--- src/rtl/data_memory_arbiter_pkg.sv ---
// Shared definitions for the data memory arbiter.
//   - DEFAULT_DATA_W / DEFAULT_MEM_BITS : default word width and memory index width
//   - state_t                           : arbiter FSM state encoding
package data_memory_arbiter_pkg;

  localparam int DEFAULT_DATA_W   = 32;
  localparam int DEFAULT_MEM_BITS = 10;

  typedef enum logic [1:0] {
    ST_IDLE   = 2'd0,
    ST_ACCESS = 2'd1,
    ST_RESP   = 2'd2
  } state_t;

endpackage

--- src/rtl/data_memory_arbiter_rr_arbiter2.sv ---
// Two-way round-robin pick (purely combinational).
// Ports:
//   req[1:0]   : request from port 0 / port 1
//   pointer    : preferred port when both request
//   grant[1:0] : one-hot grant (all zero when nobody requests)
module rr_arbiter2 (
  input  logic [1:0] req,
  input  logic       pointer,
  output logic [1:0] grant
);

  // A lone requester always wins; on contention the pointer decides.
  assign grant[0] = req[0] & (~req[1] | ~pointer);
  assign grant[1] = req[1] & (~req[0] |  pointer);

endmodule

--- src/rtl/data_memory_arbiter.sv ---
// Two-port arbiter in front of a single-port data memory.
// Each transaction takes IDLE -> ACCESS -> RESP (three cycles).
// Ports:
//   clock, rst                  : clock, synchronous active-low reset
//   req/we/addr/wdata 0 and 1   : requester inputs (port 0 CPU, port 1 DMA/debug)
//   done/rdata/err 0 and 1      : per-port completion pulse, read data, range error
//   mem_re/mem_we               : memory read/write enables
//   mem_addr/mem_wdata          : memory address and write data
//   mem_rdata                   : memory read data (memory registers it on negedge)
module data_memory_arbiter
  import data_memory_arbiter_pkg::*;
#(
  parameter int DATA_W   = DEFAULT_DATA_W,
  parameter int MEM_BITS = DEFAULT_MEM_BITS
) (
  input  logic              clock,
  input  logic              rst,
  input  logic              req0,
  input  logic              req1,
  input  logic              we0,
  input  logic              we1,
  input  logic [DATA_W-1:0] addr0,
  input  logic [DATA_W-1:0] addr1,
  input  logic [DATA_W-1:0] wdata0,
  input  logic [DATA_W-1:0] wdata1,
  output logic              done0,
  output logic              done1,
  output logic [DATA_W-1:0] rdata0,
  output logic [DATA_W-1:0] rdata1,
  output logic              err0,
  output logic              err1,
  output logic              mem_re,
  output logic              mem_we,
  output logic [DATA_W-1:0] mem_addr,
  output logic [DATA_W-1:0] mem_wdata,
  input  logic [DATA_W-1:0] mem_rdata
);

  state_t            state_reg, state_next;
  logic              ptr_reg;
  logic              port_reg;
  logic              we_reg;
  logic [DATA_W-1:0] addr_reg;
  logic [DATA_W-1:0] wdata_reg;
  logic [DATA_W-1:0] rdata0_reg;
  logic [DATA_W-1:0] rdata1_reg;

  logic [1:0] req_vec;
  logic [1:0] grant;
  logic       any_req;
  logic       addr_oor;
  logic [1:0] done_vec;

  assign req_vec = {req1, req0};
  assign any_req = |req_vec;

  rr_arbiter2 u_rr (
    .req     (req_vec),
    .pointer (ptr_reg),
    .grant   (grant)
  );

  // Any address bit at or above MEM_BITS means the word lies outside the memory.
  assign addr_oor = |(addr_reg >> MEM_BITS);

  // Next-state logic
  always_comb begin
    state_next = state_reg;
    case (state_reg)
      ST_IDLE:   if (any_req) state_next = ST_ACCESS;
      ST_ACCESS: state_next = ST_RESP;
      ST_RESP:   state_next = ST_IDLE;
      default:   state_next = ST_IDLE;
    endcase
  end

  // State, pointer and latched request
  always_ff @(posedge clock) begin
    if (!rst) begin
      state_reg <= ST_IDLE;
      ptr_reg   <= 1'b0;
      port_reg  <= 1'b0;
      we_reg    <= 1'b0;
      addr_reg  <= '0;
      wdata_reg <= '0;
    end else begin
      state_reg <= state_next;
      if (state_reg == ST_IDLE && any_req) begin
        // grant is one-hot here, so grant[1] is the winning port number
        port_reg  <= grant[1];
        we_reg    <= grant[1] ? we1    : we0;
        addr_reg  <= grant[1] ? addr1  : addr0;
        wdata_reg <= grant[1] ? wdata1 : wdata0;
      end
      if (state_reg == ST_RESP) begin
        ptr_reg <= ~port_reg;
      end
    end
  end

  // Read data capture: the memory updates mem_rdata on the negedge inside
  // ACCESS, so it is stable at the posedge that ends ACCESS and the result
  // is already registered for the whole RESP cycle.
  always_ff @(posedge clock) begin
    if (!rst) begin
      rdata0_reg <= '0;
      rdata1_reg <= '0;
    end else if (state_reg == ST_ACCESS && !we_reg) begin
      if (port_reg == 1'b0) rdata0_reg <= addr_oor ? '0 : mem_rdata;
      else                  rdata1_reg <= addr_oor ? '0 : mem_rdata;
    end
  end

  // Memory side: enables only during ACCESS and only for in-range words.
  assign mem_re    = (state_reg == ST_ACCESS) && !we_reg && !addr_oor;
  assign mem_we    = (state_reg == ST_ACCESS) &&  we_reg && !addr_oor;
  assign mem_addr  = addr_reg;
  assign mem_wdata = wdata_reg;

  // Per-port completion pulses
  for (genvar gi = 0; gi < 2; gi++) begin : g_done
    assign done_vec[gi] = (state_reg == ST_RESP) && (port_reg == 1'(gi));
  end

  assign done0  = done_vec[0];
  assign done1  = done_vec[1];
  assign err0   = done_vec[0] & addr_oor;
  assign err1   = done_vec[1] & addr_oor;
  assign rdata0 = rdata0_reg;
  assign rdata1 = rdata1_reg;

endmodule

--- config.mk ---
export PLATFORM = sky130hd
export DESIGN_NAME = data_memory_arbiter
export DESIGN_NICKNAME = d
export VERILOG_FILES = /design/src/rtl/data_memory_arbiter_pkg.sv /design/src/rtl/data_memory_arbiter_rr_arbiter2.sv /design/src/rtl/data_memory_arbiter.sv
export SDC_FILE = /design/constraint.sdc
export NUM_CORES = 1
export LEC_CHECK = 0
export CAP_MARGIN = 5
export CORE_AREA = 8 8 140 142
export DETAILED_ROUTE_END_ITERATION = 8
export DIE_AREA = 0 0 148 150
export GPL_ROUTABILITY_DRIVEN = 0
export PLACE_DENSITY = 0.77
export RECOVER_POWER = 100
export SETUP_SLACK_MARGIN = 0.1
export SYNTH_ARGS = -nofsm -noshare
export SYNTH_HDL_FRONTEND = slang
export SYNTH_SLANG_ARGS = --single-unit
--- constraint.sdc ---
create_clock -name clock -period 1.75 [get_ports clock]
set_input_delay 0.525 -clock clock [delete_from_list [all_inputs] [get_ports clock]]
set_output_delay 0.525 -clock clock [all_outputs]
set_load 0.02 [all_outputs]
==> load_flow_metrics.sql <==
INSERT INTO impl_metrics (metric_group, metric, value, unit) VALUES
('cells_and_area', 'filler_cell_count_in_the_final_layout', '1402', ''),
('cells_and_area', 'fin_area', '11510', 'um^2'),
('floorplan', 'floorplan_die_area', '22200', 'um^2'),
('synthesis', 'post_synthesis_cell_type_count', '30', ''),
('global_route', 'grt.overflow.total', '0', ''),
('synthesis', 'mappedNetlistArea', '6345', 'um^2'),
('sta', 'layout_setup_ws', '-0.7553', 'ns'),
('placement', 'dp_hpwl', '17560', 'um'),
('cells_and_area', 'final_cell_mix', 'sky130_fd_sc_hd__clkdlybuf4s50_1, sky130_fd_sc_hd__dfxtp_1, sky130_fd_sc_hd__nand3b_1, sky130_fd_sc_hd__a21oi_1, sky130_fd_sc_hd__nand3_1', ''),
('clocking', 'cts-hold-fix-buffers', '0', ''),
('critical_path', 'critical_path_arrival', '1.98', 'ns'),
('global_route', 'antenna_found_initial', '0', ''),
('sta', 'maxSlewHeadroom', '56.55', '%'),
('floorplan', 'ios', '300', ''),
('power', 'power-per-cell-area', '864.5', 'nW/um^2'),
('critical_path', 'ff2ff_setup_slack', '-0.42', 'ns'),
('critical_path', 'crit_type', 'register to output port', ''),
('synthesis', 'fraction_of_synthesis_flops_using_an_asynchronous_set_or_reset_pin', '0', '%'),
('min_path', 'hold_path.class', 'register to register', ''),
('outcome', 'result_of_the_run', 'complete, but fails checks', ''),
('global_route', 'grt_usage', '21.72', '%'),
('clocking', 'tritoncts.num_buffers', '17', ''),
('sta', 'finalCriticalPeriod', '2.505', 'ns'),
('route', 'routed_via_density', '5.718', ''),
('route', 'dr_total_vias', '7159', ''),
('critical_path', 'critical_path_buf_inv_count', '3', ''),
('floorplan', 'floorplan.core_area', '17530', 'um^2'),
('power', 'worst_ir_drop_vdd', '0.6879', 'mV'),
('route', 'drc', '0', ''),
('run', 'drv.max_cap_violation_count', '0', ''),
('cells_and_area', 'diodes', '0', ''),
('clocking', 'clock-sinks', '133', ''),
('floorplan', 'placement_rows', '49', ''),
('clocking', 'h_tree_levels', '4', ''),
('outcome', 'failed_checks', 'setup timing', ''),
('synthesis', 'mappedNetlistNets', '851', ''),
('floorplan', 'initial_utilization', '36.19', '%'),
('synthesis', 'gate_count_of_the_mapped_netlist', '685', ''),
('sta', 'max_slew.worst_pin.slew', '0.6518', 'ns'),
('sta', 'worst_clock_skew', '0.01154', 'ns'),
('power', 'static-leakage-power', '4.988', 'nW'),
('critical_path', 'worst_setup_path_end_kind', 'output port', ''),
('sta', 'finalHoldViolCount', '0', ''),
('clocking', 'clock_latency', '0.41', 'ns'),
('critical_path', 'critical_path.max_stage_delay', '0.34', 'ns'),
('global_route', 'number_of_global_route_vias_before_repair', '7035', ''),
('sta', 'finalMaxSlewViolations', '0', ''),
('floorplan', 'die-width', '148', 'um'),
('global_route', 'pin_count_of_the_biggest_net_entering_global_routing', '70', ''),
('synthesis', 'synth-main-ff-cell', 'sky130_fd_sc_hd__dfxtp_1', ''),
('synthesis', 'synth_edf_count', '0', ''),
('critical_path', 'path_delay_family', 'simple AND/OR/NAND/NOR gates', ''),
('clocking', 'cts.clk_slew.worst_paths', '0.06', 'ns'),
('critical_path', 'path_cells', 'nor4_4 -> buf_4 -> nand4_1 -> buf_6 -> nor4_4 -> buf_6', ''),
('synthesis', 'synth_sequential_area_ratio', '41.96', '%'),
('clocking', 'cts_buffer_depth', '2', ''),
('placement', 'detailedPlace.worstSlack', '-0.4332', 'ns'),
('clocking', 'cts.root.buffer_cell', 'sky130_fd_sc_hd__clkbuf_16', ''),
('critical_path', 'critical_path_top_delay_cell', 'sky130_fd_sc_hd__dfxtp_2', ''),
('route', 'detail_route.wirelength', '27600', 'um'),
('clocking', 'cts_tree', 'done', ''),
('critical_path', 'critPathRequiredTime', '1.22', 'ns'),
('sta', 'grt_setup_unrepaired', 'yes', ''),
('cells_and_area', 'post_route_cells_drive_above_1_share', '25.02', '%'),
('route', 'avgRoutedWirePerCell', '22.05', 'um'),
('synthesis', 'post_synth.cell_area_avg', '9.263', 'um^2'),
('sta', 'max_clock_freq', '399.2', 'MHz'),
('sta', 'finalCritPeriodShare', '143.2', '%'),
('synthesis', 'synth.yosys.warnings', '0', ''),
('synthesis', 'ys_seq_elements', '133', ''),
('sta', 'timing.final.setup_violations', '69', '');
==> metal layers <==
metal / vias up / GRT usage, % / wire (um)
li1: 3322 / - / -
met1: 3479 / 24.61 / 10570
met2: 318 / 36.58 / 13740
met3: 40 / 8.558 / 2625
met4: 0 / 7.547 / 669
met5: - / 0 / 0
==> worst paths after layout <==
| path | startpoint | end | cells after the start |
|---|---|---|---|
| max | mem_addr[25]$_SDFFE_PN0P_ | mem_we | 6 |
| min reg2reg | rdata0[0]$_SDFFE_PN0P_ | rdata0[0]$_SDFFE_PN0P_ | 2 |
| max reg2reg | mem_addr[25]$_SDFFE_PN0P_ | rdata1[13]$_SDFFE_PN0P_ | 10 |
| min | rdata0[0]$_SDFFE_PN0P_ | rdata0[0]$_SDFFE_PN0P_ | 2 |
==> through the flow <==
stage	hold slack, ns	cells	TNS, ns	utilization [%]	power, W
after floorplan	0.4367	685	-0.4558	-	0.004487
after global placement	0.4499	1191	-26.43	57.26	0.005702
after detailed placement	0.4593	1191	-31.23	57.26	0.005727
after CTS	0.4705	1225	-14.37	61.76	0.009771
after global routing	0.4941	1252	-25.67	65.66	0.01035
final	0.4755	1252	-20.67	65.66	0.009953
==> worst reg2reg max path, stage by stage, from the launching register on <==
cell and delay (ns):
sky130_fd_sc_hd__dfxtp_2 0.34, sky130_fd_sc_hd__nor4_4 0.31, sky130_fd_sc_hd__buf_4 0.16, sky130_fd_sc_hd__nand4_1 0.16, sky130_fd_sc_hd__buf_6 0.19, sky130_fd_sc_hd__buf_4 0.15, sky130_fd_sc_hd__buf_12 0.13, sky130_fd_sc_hd__buf_12 0.12
sky130_fd_sc_hd__buf_12 0.12, sky130_fd_sc_hd__buf_16 0.13, sky130_fd_sc_hd__o41ai_2 0.26
==> what timing repair did <==
item                       CTS  global route
gates resized for setup    272           133
setup endpoints to repair  206           183
gates cloned                 3            14
pin swaps                    4            70
setup buffers                0            13
==> synthesized netlist by cell type, types with 2 or more instances <==
cell type                  count  area [um^2]
sky130_fd_sc_hd__a21oi_1      68        340.3
sky130_fd_sc_hd__a311oi_1     65        569.3
sky130_fd_sc_hd__and2_1        2        12.51
sky130_fd_sc_hd__buf_1         8        30.03
sky130_fd_sc_hd__buf_2        23        115.1
sky130_fd_sc_hd__buf_6         8        90.09
sky130_fd_sc_hd__clkbuf_1     57        214.0
sky130_fd_sc_hd__dfxtp_1     133         2663
sky130_fd_sc_hd__inv_1         4        15.01
sky130_fd_sc_hd__nand2_1      34        127.6
sky130_fd_sc_hd__nand2b_1      3        18.77
sky130_fd_sc_hd__nand3_1      64        320.3
sky130_fd_sc_hd__nand3b_1     65        488.0
sky130_fd_sc_hd__nor2_1        4        15.01
sky130_fd_sc_hd__nor4_1        3        18.77
sky130_fd_sc_hd__nor4_2        5        62.56
sky130_fd_sc_hd__o21ai_0      61        305.3
sky130_fd_sc_hd__o21ai_1       4        20.02
sky130_fd_sc_hd__o41ai_1      26        227.7
sky130_fd_sc_hd__o41ai_2      38        618.1
==> power breakdown <==
part	leakage (nW)	total [W]	switching (W)	internal, W
sequential	1.09	0.00334	0.000120	0.00322
combinational	3.57	0.00252	0.00137	0.00115
clock	0.328	0.00409	0.00130	0.00278
==> layout make-up <==
cell class                      count  area, um^2  share of cell area [%]
Multi-Input combinational cell    451        3789                   32.91
Sequential cell                   133        2681                   23.29
Clock inverter                      8       193.9                   1.685
Inverter                            5       18.77                  0.1630
Timing Repair Buffer              403        4065                   35.31
Tap cell                          229       286.5                   2.489
Clock buffer                       23       478.0                   4.152
==> cell families (layout without fill, tap and decap cells) <==
logic type,after synthesis,in the layout,share of synthesized area (%)
AOI/OAI and AO/OA,264,264,33.03
and+or+nand+nor,187,187,17.63
DFF,133,133,41.96
buffers and inverters,101,439,7.375
Power figures use the tool's default switching activity.
